## src/rtl/shared_reg_pkg.sv

```systemverilog
// Shared types and default constants for the shared register arbiter.
// Optional build macro: SHARED_REG_FIXED_PRIO_EN (see rr_pick).
package shared_reg_pkg;

  localparam int unsigned DefNumReq     = 4;
  localparam int unsigned DefDataW      = 8;
  localparam int unsigned DefHoldCycles = 2;
  localparam int unsigned GuardCntW     = 4;

  typedef enum logic [1:0] {
    StIdle,
    StWrite,
    StGuard
  } state_e;

endpackage

```

## src/rtl/rr_pick.sv

```systemverilog
// Combinational requester picker: round-robin starting after start_i, or fixed
// priority (lowest index wins) when SHARED_REG_FIXED_PRIO_EN is defined.
module rr_pick
  import shared_reg_pkg::*;
#(
  parameter int unsigned NUM_REQ = DefNumReq
) (
  input  logic [NUM_REQ-1:0]         req_i,
  input  logic [$clog2(NUM_REQ)-1:0] start_i,
  output logic [NUM_REQ-1:0]         pick_o,
  output logic [$clog2(NUM_REQ)-1:0] pick_idx_o,
  output logic                       valid_o
);

  localparam int unsigned IdxW = $clog2(NUM_REQ);

  logic [IdxW:0]   offset;
  logic [IdxW:0]   sum;
  logic [IdxW-1:0] idx;

  always_comb begin
`ifdef SHARED_REG_FIXED_PRIO_EN
    offset = '0;
`else
    offset = {1'b0, start_i} + (IdxW + 1)'(1);
`endif
    sum        = '0;
    idx        = '0;
    pick_o     = '0;
    pick_idx_o = '0;
    valid_o    = 1'b0;
    // Scan farthest-first so the candidate nearest to the offset is written last and wins.
    for (int i = NUM_REQ - 1; i >= 0; i--) begin
      sum = offset + (IdxW + 1)'(i);
      if (sum >= (IdxW + 1)'(NUM_REQ)) begin
        sum = sum - (IdxW + 1)'(NUM_REQ);
      end
      idx = sum[IdxW-1:0];
      if (req_i[idx]) begin
        pick_o      = '0;
        pick_o[idx] = 1'b1;
        pick_idx_o  = idx;
        valid_o     = 1'b1;
      end
    end
  end

endmodule

```

## src/rtl/shared_reg_arbiter.sv

```systemverilog
// Arbiter and write sequencer for a single shared register: IDLE -> WRITE -> GUARD.
// Build macro SHARED_REG_FIXED_PRIO_EN switches arbitration to fixed priority.
module shared_reg_arbiter
  import shared_reg_pkg::*;
#(
  parameter int unsigned NUM_REQ     = DefNumReq,
  parameter int unsigned DATA_W      = DefDataW,
  parameter int unsigned HOLD_CYCLES = DefHoldCycles
) (
  input  logic                        clk,
  input  logic                        rst,
  input  logic [NUM_REQ-1:0]          req,
  input  logic [NUM_REQ*DATA_W-1:0]   wdata,
  output logic [NUM_REQ-1:0]          gnt,
  output logic [$clog2(NUM_REQ)-1:0]  owner,
  output logic [DATA_W-1:0]           q,
  output logic                        q_valid,
  output logic                        busy
);

  localparam int unsigned IdxW = $clog2(NUM_REQ);

  state_e                 state_q, state_d;
  logic [IdxW-1:0]        owner_q, owner_d;
  logic [DATA_W-1:0]      q_q, q_d;
  logic                   q_valid_q, q_valid_d;
  logic [GuardCntW-1:0]   cnt_q, cnt_d;
  logic [NUM_REQ-1:0]     gnt_q, gnt_d;
  logic                   busy_q, busy_d;

  logic [NUM_REQ-1:0]     pick_oh;
  logic [IdxW-1:0]        pick_idx;
  logic                   pick_valid;

  rr_pick #(
    .NUM_REQ (NUM_REQ)
  ) u_rr_pick (
    .req_i      (req),
    .start_i    (owner_q),
    .pick_o     (pick_oh),
    .pick_idx_o (pick_idx),
    .valid_o    (pick_valid)
  );

  always_comb begin
    state_d   = state_q;
    owner_d   = owner_q;
    q_d       = q_q;
    q_valid_d = q_valid_q;
    cnt_d     = cnt_q;
    gnt_d     = '0;
    busy_d    = busy_q;
    unique case (state_q)
      StIdle: begin
        if (pick_valid) begin
          state_d = StWrite;
          owner_d = pick_idx;
          gnt_d   = pick_oh;
          busy_d  = 1'b1;
        end
      end
      StWrite: begin
        q_d       = wdata[owner_q*DATA_W +: DATA_W];
        q_valid_d = 1'b1;
        if (HOLD_CYCLES != 0) begin
          state_d = StGuard;
          // Counter runs HOLD_CYCLES-1 down to 0, one GUARD cycle per value.
          cnt_d   = GuardCntW'(HOLD_CYCLES - 1);
          busy_d  = 1'b1;
        end else begin
          state_d = StIdle;
          busy_d  = 1'b0;
        end
      end
      StGuard: begin
        if (cnt_q == '0) begin
          state_d = StIdle;
          busy_d  = 1'b0;
        end else begin
          cnt_d = cnt_q - GuardCntW'(1);
        end
      end
      default: begin
        state_d = StIdle;
        busy_d  = 1'b0;
      end
    endcase
  end

  always_ff @(posedge clk or negedge rst) begin
    if (!rst) begin
      state_q   <= StIdle;
      owner_q   <= IdxW'(NUM_REQ - 1);
      q_q       <= '0;
      q_valid_q <= 1'b0;
      cnt_q     <= '0;
      gnt_q     <= '0;
      busy_q    <= 1'b0;
    end else begin
      state_q   <= state_d;
      owner_q   <= owner_d;
      q_q       <= q_d;
      q_valid_q <= q_valid_d;
      cnt_q     <= cnt_d;
      gnt_q     <= gnt_d;
      busy_q    <= busy_d;
    end
  end

  assign gnt     = gnt_q;
  assign owner   = owner_q;
  assign q       = q_q;
  assign q_valid = q_valid_q;
  assign busy    = busy_q;

endmodule

```

## config.mk

```make
export PLATFORM = sky130hd
export DESIGN_NAME = shared_reg_arbiter
export DESIGN_NICKNAME = d
export VERILOG_FILES = /design/src/rtl/shared_reg_pkg.sv /design/src/rtl/rr_pick.sv /design/src/rtl/shared_reg_arbiter.sv
export SDC_FILE = /design/constraint.sdc
export NUM_CORES = 1
export LEC_CHECK = 0
export ABC_AREA = 1
export ABC_CLOCK_PERIOD_IN_PS = 2700
export CAP_MARGIN = 20
export CORE_MARGIN = 2
export CORE_UTILIZATION = 46
export DETAILED_ROUTE_END_ITERATION = 10
export GPL_ROUTABILITY_DRIVEN = 1
export MAX_ROUTING_LAYER = met4
export PLACE_DENSITY = 0.8
export SYNTH_ARGS = -nofsm -noshare
export SYNTH_HDL_FRONTEND = slang
export SYNTH_SLANG_ARGS = --single-unit
```

## constraint.sdc

```tcl
create_clock -name clk -period 2.7 [get_ports clk]
set_input_delay 0.27 -clock clk [delete_from_list [all_inputs] [get_ports clk]]
set_output_delay 0.27 -clock clk [all_outputs]
set_load 0.02 [all_outputs]
```

==> qor.txt, run 1 <==
Outcome: complete, no violations
Sequential-to-total area share from yosys stat: 33.3%
Wirelength per Cell: 11.3 um
Die Area: 4110 um2
Post-cts sizing count: 0
Final min period: 2200 ps
RSZ-0062 raised after global routing: false
Largest net degree at the start of global routing: 26
Avg Cell Area, Syn: 7.04 um2
Worst hold path class: in2async
Pint: 1.36 mW
Crit path DAT: 1930 ps
Comb power frac: 68.6%
Synth Instances: 236
Slew HR: 77.0%
ANT cells: 0
Leakage: 1.06 nW
Vias per cell: 4.91
Detailed placement HPWL: 3010 um
First-pass GRT wire length: 6640 um
Gpl congestion: 0.904
Switching share of power: 49.1%
Max FO, Critical Path: 25
Vias: 1650
Core area: 3390 um2
Number of buffers created by CTS: 3
Slew Viols, Final: 0
Max Cap Viol: 0
Clock Sinks: 22
Clock buffer depth: 2
Commonest non-fill, non-tap cell in the layout: nor2_1
DRT Pass-1 Iters: 4
Initial antenna violation count: 0
Count of different cell masters after synthesis: 28
Post-cts hold buffer count: 0
Post-Synth Simple-Gate Area: 40.8%
Synth area leader: dfrtp_1
Chip width: 64.1 um
Clock Tree Root: clkbuf_4
CP endpoint kind: output port
Setup_tns: 0 ps
Clk Latency, worst-skew pair: 310 ps
Tightest Pin Transition: 343 ps
Synth Area in Compound Gates: 10.4%
Placed cell area: 2230 um2
Most frequent cells in the layout: 59 x nor2_1, 53 x clkdlybuf4s50_1, 42 x nand2_1, 21 x inv_1, 20 x dfrtp_1
Final hold viol count: 0
Residual DRC: 0
Yosys top cell area share: 30.1%
FP Rows: 21
Area contributors post-synth: dfrtp_1 30%, nor2_1 13%, nand2_1 9.5%
Starting Density: 49.0%
Adder and majority cell fraction of the synthesized area: 5.28%
Detailed Route Iter0 Violations: 47
Area Overhead vs Synth: 37.2%
Layout cells sized above 1: 11.4%
Fmax: 455 MHz
Clock Pin Slew Worst Setup and Hold Paths: 130 ps
Worst Path Required: 2430 ps
GR Overflow Total: 0
Critical path class: reg2out
Vias in the first global route: 1545
IO buf count: 53
# Post-CTS Setup Buffers: 0
Part of the power in registers: 22.0%
Clk pwr share: 9.4%
Number of H-tree levels: 1
Ports: 54
Post-Route WL: 3800 um
Antenna Nets Post-Route: 0
Tot GR Track Use: 20.6%
Design Area, Final: 2280 um2
Nets: 336
CTS tree: yes
Worst vdd ir: 0.527 mV
Die Span Y: 64.1 um
Mapped Nets: 281
Combinational family with the most area after synthesis: simple AND/OR/NAND/NOR gates
Post-Syn Area: 1660 um2
Fin crit share: 81.3%
Psw: 1.32 mW
Clock skew: 3.34 ps
Setup crit start kind: flip-flop
Mux contribution to synthesized area: 0%
Post-synthesis xor/xnor area fraction: 1.06%
Power Density: 1180 nW/um2
Yosys warns: 0
Final Setup Violations: 0
Synthesized flop and latch total: 22
Yosys cell counts:
cell type and instances:
ha_1 7, nand2_2 6, o21ai_1 2, dfstp_2 2, clkinv_1 1, buf_2 3
nor2_1 59, or2_2 1, inv_1 21, inv_2 2, o21ai_2 1, nand4_1 2
nand3_4 2, xor2_1 1, inv_6 1, o21ai_0 17, nand2_4 4, dfrtp_1 20
nor2_2 2, nand2_1 42, nand3_2 4, xnor2_1 1, nand3b_1 4, buf_4 2
o22ai_1 3, a31oi_1 8, nand3_1 16, buf_6 2
layer usage:
metal / global-route usage (%) / share of wire, % / up-vias
li1: - / - / 864
met1: 26.6 / 45 / 737
met2: 34.1 / 50 / 47
met3: 3.70 / 4.7 / 2
met4: 3.80 / 0.58 / 0
met5: - / 0 / -
path summary, 6_finish.rpt:
path	to	cells after the start	slack [ps]	startpoint
min reg2reg	q_valid	1	490	q_valid
min in group clk	q_valid	1	490	q_valid
min	cnt_q[3]	2	290	rst
max reg2reg	gnt[3]	10	610	owner[1]
max in group asynchronous	owner[0]	2	2140	rst
max	owner[0]	2	500	owner[0]
power by group through the flow:
stage,Clock (mW),Sequential (mW),Combinational (mW)
3_3_place_gp,0,0.592,1.81
4_1_cts,0.255,0.591,1.84
2_1_floorplan,0,0.679,1.27
5_1_grt,0.269,0.613,2.08
6_report,0.252,0.590,1.84
3_5_place_dp,0,0.599,1.83
cell type report:
| cell class | instances | area (um2) |
|---|---|---|
| clock inverter | 1 | 30.0 |
| clock buffer | 3 | 22.5 |
| fill | 281 | 1110 |
| multi-input combinational | 182 | 956 |
| tap | 46 | 57.6 |
| timing repair buffer | 57 | 561 |
| sequential | 22 | 553 |
| inverter | 25 | 98.8 |
stage by stage:
step                      util [%]  hold slack (ps)  total power [mW]  setup WS (ps)  cells
final                         67.2              291              2.68            504    336
after global routing          67.2              287              2.96            417    336
after CTS                     67.2              298              2.68            497    336
after detailed placement      65.7              461              2.43            654    332
after global placement        65.7              454              2.40            677    332
after floorplan                  -            -25.6              1.95            463    236
cell families after synthesis:
family	after synthesis
flops	22
compound gates	31
buf+inv	32
xor+xnor	2
fa+ha+maj	7
simple gates	142
registers in the layout, summed over array words and instances, names as in the netlist:
register,flops
busy,1
cnt_q,4
q,8
q_valid,1
state_q,2
gnt,4
owner,2
critical path: stages, from the launching register on:
cell	delay [ps]
dfstp_2	640
buf_4	310
clkdlybuf4s50_1	660
Power figures use the tool's default switching activity.
==> run 2, diff against run 1 <==
--- a/config.mk
+++ b/config.mk
@@ -6,14 +6,14 @@
 export NUM_CORES = 1
 export LEC_CHECK = 0
 export ABC_AREA = 1
-export ABC_CLOCK_PERIOD_IN_PS = 2700
+export ABC_CLOCK_PERIOD_IN_PS = 1820
 export CAP_MARGIN = 20
 export CORE_MARGIN = 2
-export CORE_UTILIZATION = 46
+export CORE_UTILIZATION = 42
 export DETAILED_ROUTE_END_ITERATION = 10
 export GPL_ROUTABILITY_DRIVEN = 1
 export MAX_ROUTING_LAYER = met4
-export PLACE_DENSITY = 0.8
+export PLACE_DENSITY = 0.77
 export SYNTH_ARGS = -nofsm -noshare
 export SYNTH_HDL_FRONTEND = slang
 export SYNTH_SLANG_ARGS = --single-unit
==> constraint.sdc (replaced) <==
create_clock -name clk -period 1.82 [get_ports clk]
set_input_delay 0.182 -clock clk [delete_from_list [all_inputs] [get_ports clk]]
set_output_delay 0.182 -clock clk [all_outputs]
set_load 0.02 [all_outputs]
==> qor.txt, run 2 (synthesized netlist as in run 1, its figures left out) <==
Vias: 1688
Number of buffers created by CTS: 3
Crit path DAT: 1920 ps
Detailed placement HPWL: 3220 um
Critical-path top delay cell: dfstp_2
Clock buffer depth: 2
Max reg flops: 8
Die Area: 4470 um2
Slowest Stage Delay on Critical Path: 660 ps
Max FO, Critical Path: 13
DRT Pass-1 Iters: 5
Pint: 2.41 mW
IO buf count: 53
Final hold viol count: 0
ANT cells: 0
First-pass GRT wire length: 6710 um
Crit path cell chain: buf_6 -> buf_12 -> o21ai_0 -> nor2_2 -> nand3_4 -> nand2_4 -> nor2_1 -> nand2_1 -> inv_1
Clock skew: 1.06 ps
GRT met2 Usage: 33.8%
Layout cells sized above 1: 20.9%
Commonest non-fill, non-tap cell in the layout: nor2_1
Leakage: 1.16 nW
Slew Viols, Final: 0
Number of H-tree levels: 1
Met1 Track Usage GR: 25.4%
Most frequent cells in the layout: 56 x nor2_1, 51 x clkdlybuf4s50_1, 36 x nand2_1, 20 x inv_1, 20 x dfrtp_1
Max Cap Viol: 0
Psw: 2.23 mW
GR Overflow Total: 0
Final Setup Violations: 0
Part of the power in registers: 18.3%
Vias in the first global route: 1525
Residual DRC: 0
Clock Sinks: 22
Tightest Pin Transition: 372 ps
Worst Path Required: 1990 ps
Gpl congestion: 0.872
Starting Density: 44.4%
Tot GR Track Use: 20.0%
Chip width: 66.9 um
Outcome: complete, no violations
Met3 global-route usage: 3.55%
Slew HR: 75.1%
Final min period: 1750 ps
RSZ-0062 raised after global routing: true
Wirelength per Cell: 11.8 um
Fin util: 67.8%
Most Crowded Layer GR: met2
Clock Tree Root: clkbuf_8
Filler cells: 319
Worst hold margin: 260 ps
CTS tree: yes
Setup_tns: 0 ps
Nets: 348
Worst vdd ir: 0.854 mV
Setup crit start kind: flip-flop
Clock Pin Slew Worst Setup and Hold Paths: 80 ps
Initial antenna violation count: 0
Switching share of power: 48.0%
Detailed Route Iter0 Violations: 80
Power Density: 1830 nW/um2
Critical path class: reg2reg
Die Span Y: 66.9 um
Design Area, Final: 2540 um2
Fmax: 570 MHz
Clk Latency, worst-skew pair: 260 ps
Core area: 3740 um2
Comb power frac: 71.9%
Area Overhead vs Synth: 52.9%
Clk pwr share: 9.8%
Fin crit share: 96.4%
FP Rows: 22
Worst hold path class: in2async
Ports: 54
Placed cell area: 2340 um2
Largest net degree at the start of global routing: 23
Post-Route WL: 4140 um
Antenna Nets Post-Route: 0
CP endpoint kind: flip-flop
Vias per cell: 4.82
-- run 2: cell count changes in the layout (fill, tap and decap cells not counted), moves of 3 or more --
cell / delta
buf_4: +8
nand2_1: -6
ha_1: -4
ha_4: +4
nand2_4: +4
clkbuf_4: -3
clkbuf_8: +3
nand3_1: -3
nor2_1: -3
-- run 2: cell type report --
cell class	instances	area, um2	share of cell area, %
inverters	25	105	4.14
well taps	48	60.1	2.37
repair inverters	1	7.51	0.296
clock buffers	3	41.3	1.63
flip-flops and latches	22	553	21.8
clock inverters	1	30.0	1.18
repair buffers	68	661	26.0
multi-input cells	182	1080	42.6
-- run 2: final timing paths --
| kind | startpoint | end | slack [ps] | depth (start not counted) |
|---|---|---|---|---|
| worst max-delay path | owner[0] | gnt[3] | 70 | 9 |
| worst min-delay path | rst | gnt[1] | 260 | 2 |
| worst max register to register | owner[0] | gnt[3] | 70 | 9 |
| worst min register to register | q_valid | q_valid | 480 | 1 |
| max in group asynchronous | rst | owner[1] | 1290 | 2 |
| min in group clk | q_valid | q_valid | 480 | 1 |
-- run 2: what timing repair did --
action,4_1_cts,5_1_grt
endpoints found under the setup margin,6,8
resized for setup,3,18
setup buffers,1,3
gates cloned,0,1
hold buffers,0,0
pin swaps,0,7
-- run 2: power by group through the flow --
stage	registers, mW	logic, mW	clock network, mW
2_1_floorplan	1.01	2.07	0
3_3_place_gp	0.846	3.01	0
3_5_place_dp	0.852	3.05	0
4_1_cts	0.845	3.06	0.461
5_1_grt	0.880	3.66	0.492
6_report	0.850	3.33	0.453
-- run 2: critical path: cells and delay by family (launching register included) --
| family | cells | cell delay, ps |
|---|---|---|
| buffers and inverters | 3 | 310 |
| AND/OR/NAND/NOR | 5 | 560 |
| AO/OA/AOI/OAI | 1 | 110 |
| flip-flops | 1 | 660 |
-- run 2: through the flow --
stage / power (mW) / worst slack (ps) / instances
after floorplan: 3.08 / -175 / 236
after global placement: 3.86 / 34.6 / 341
after detailed placement: 3.90 / -4.04 / 341
after CTS: 4.37 / 18.4 / 346
after global routing: 5.04 / -11.6 / 350
final: 4.63 / 65.5 / 350
-- run 2: metal layers --
metal | share of wire (%) | up-vias
met5 | 0 | -
met4 | 0.46 | 0
met3 | 3.5 | 2
met2 | 49 | 43
met1 | 47 | 754
li1 | - | 889
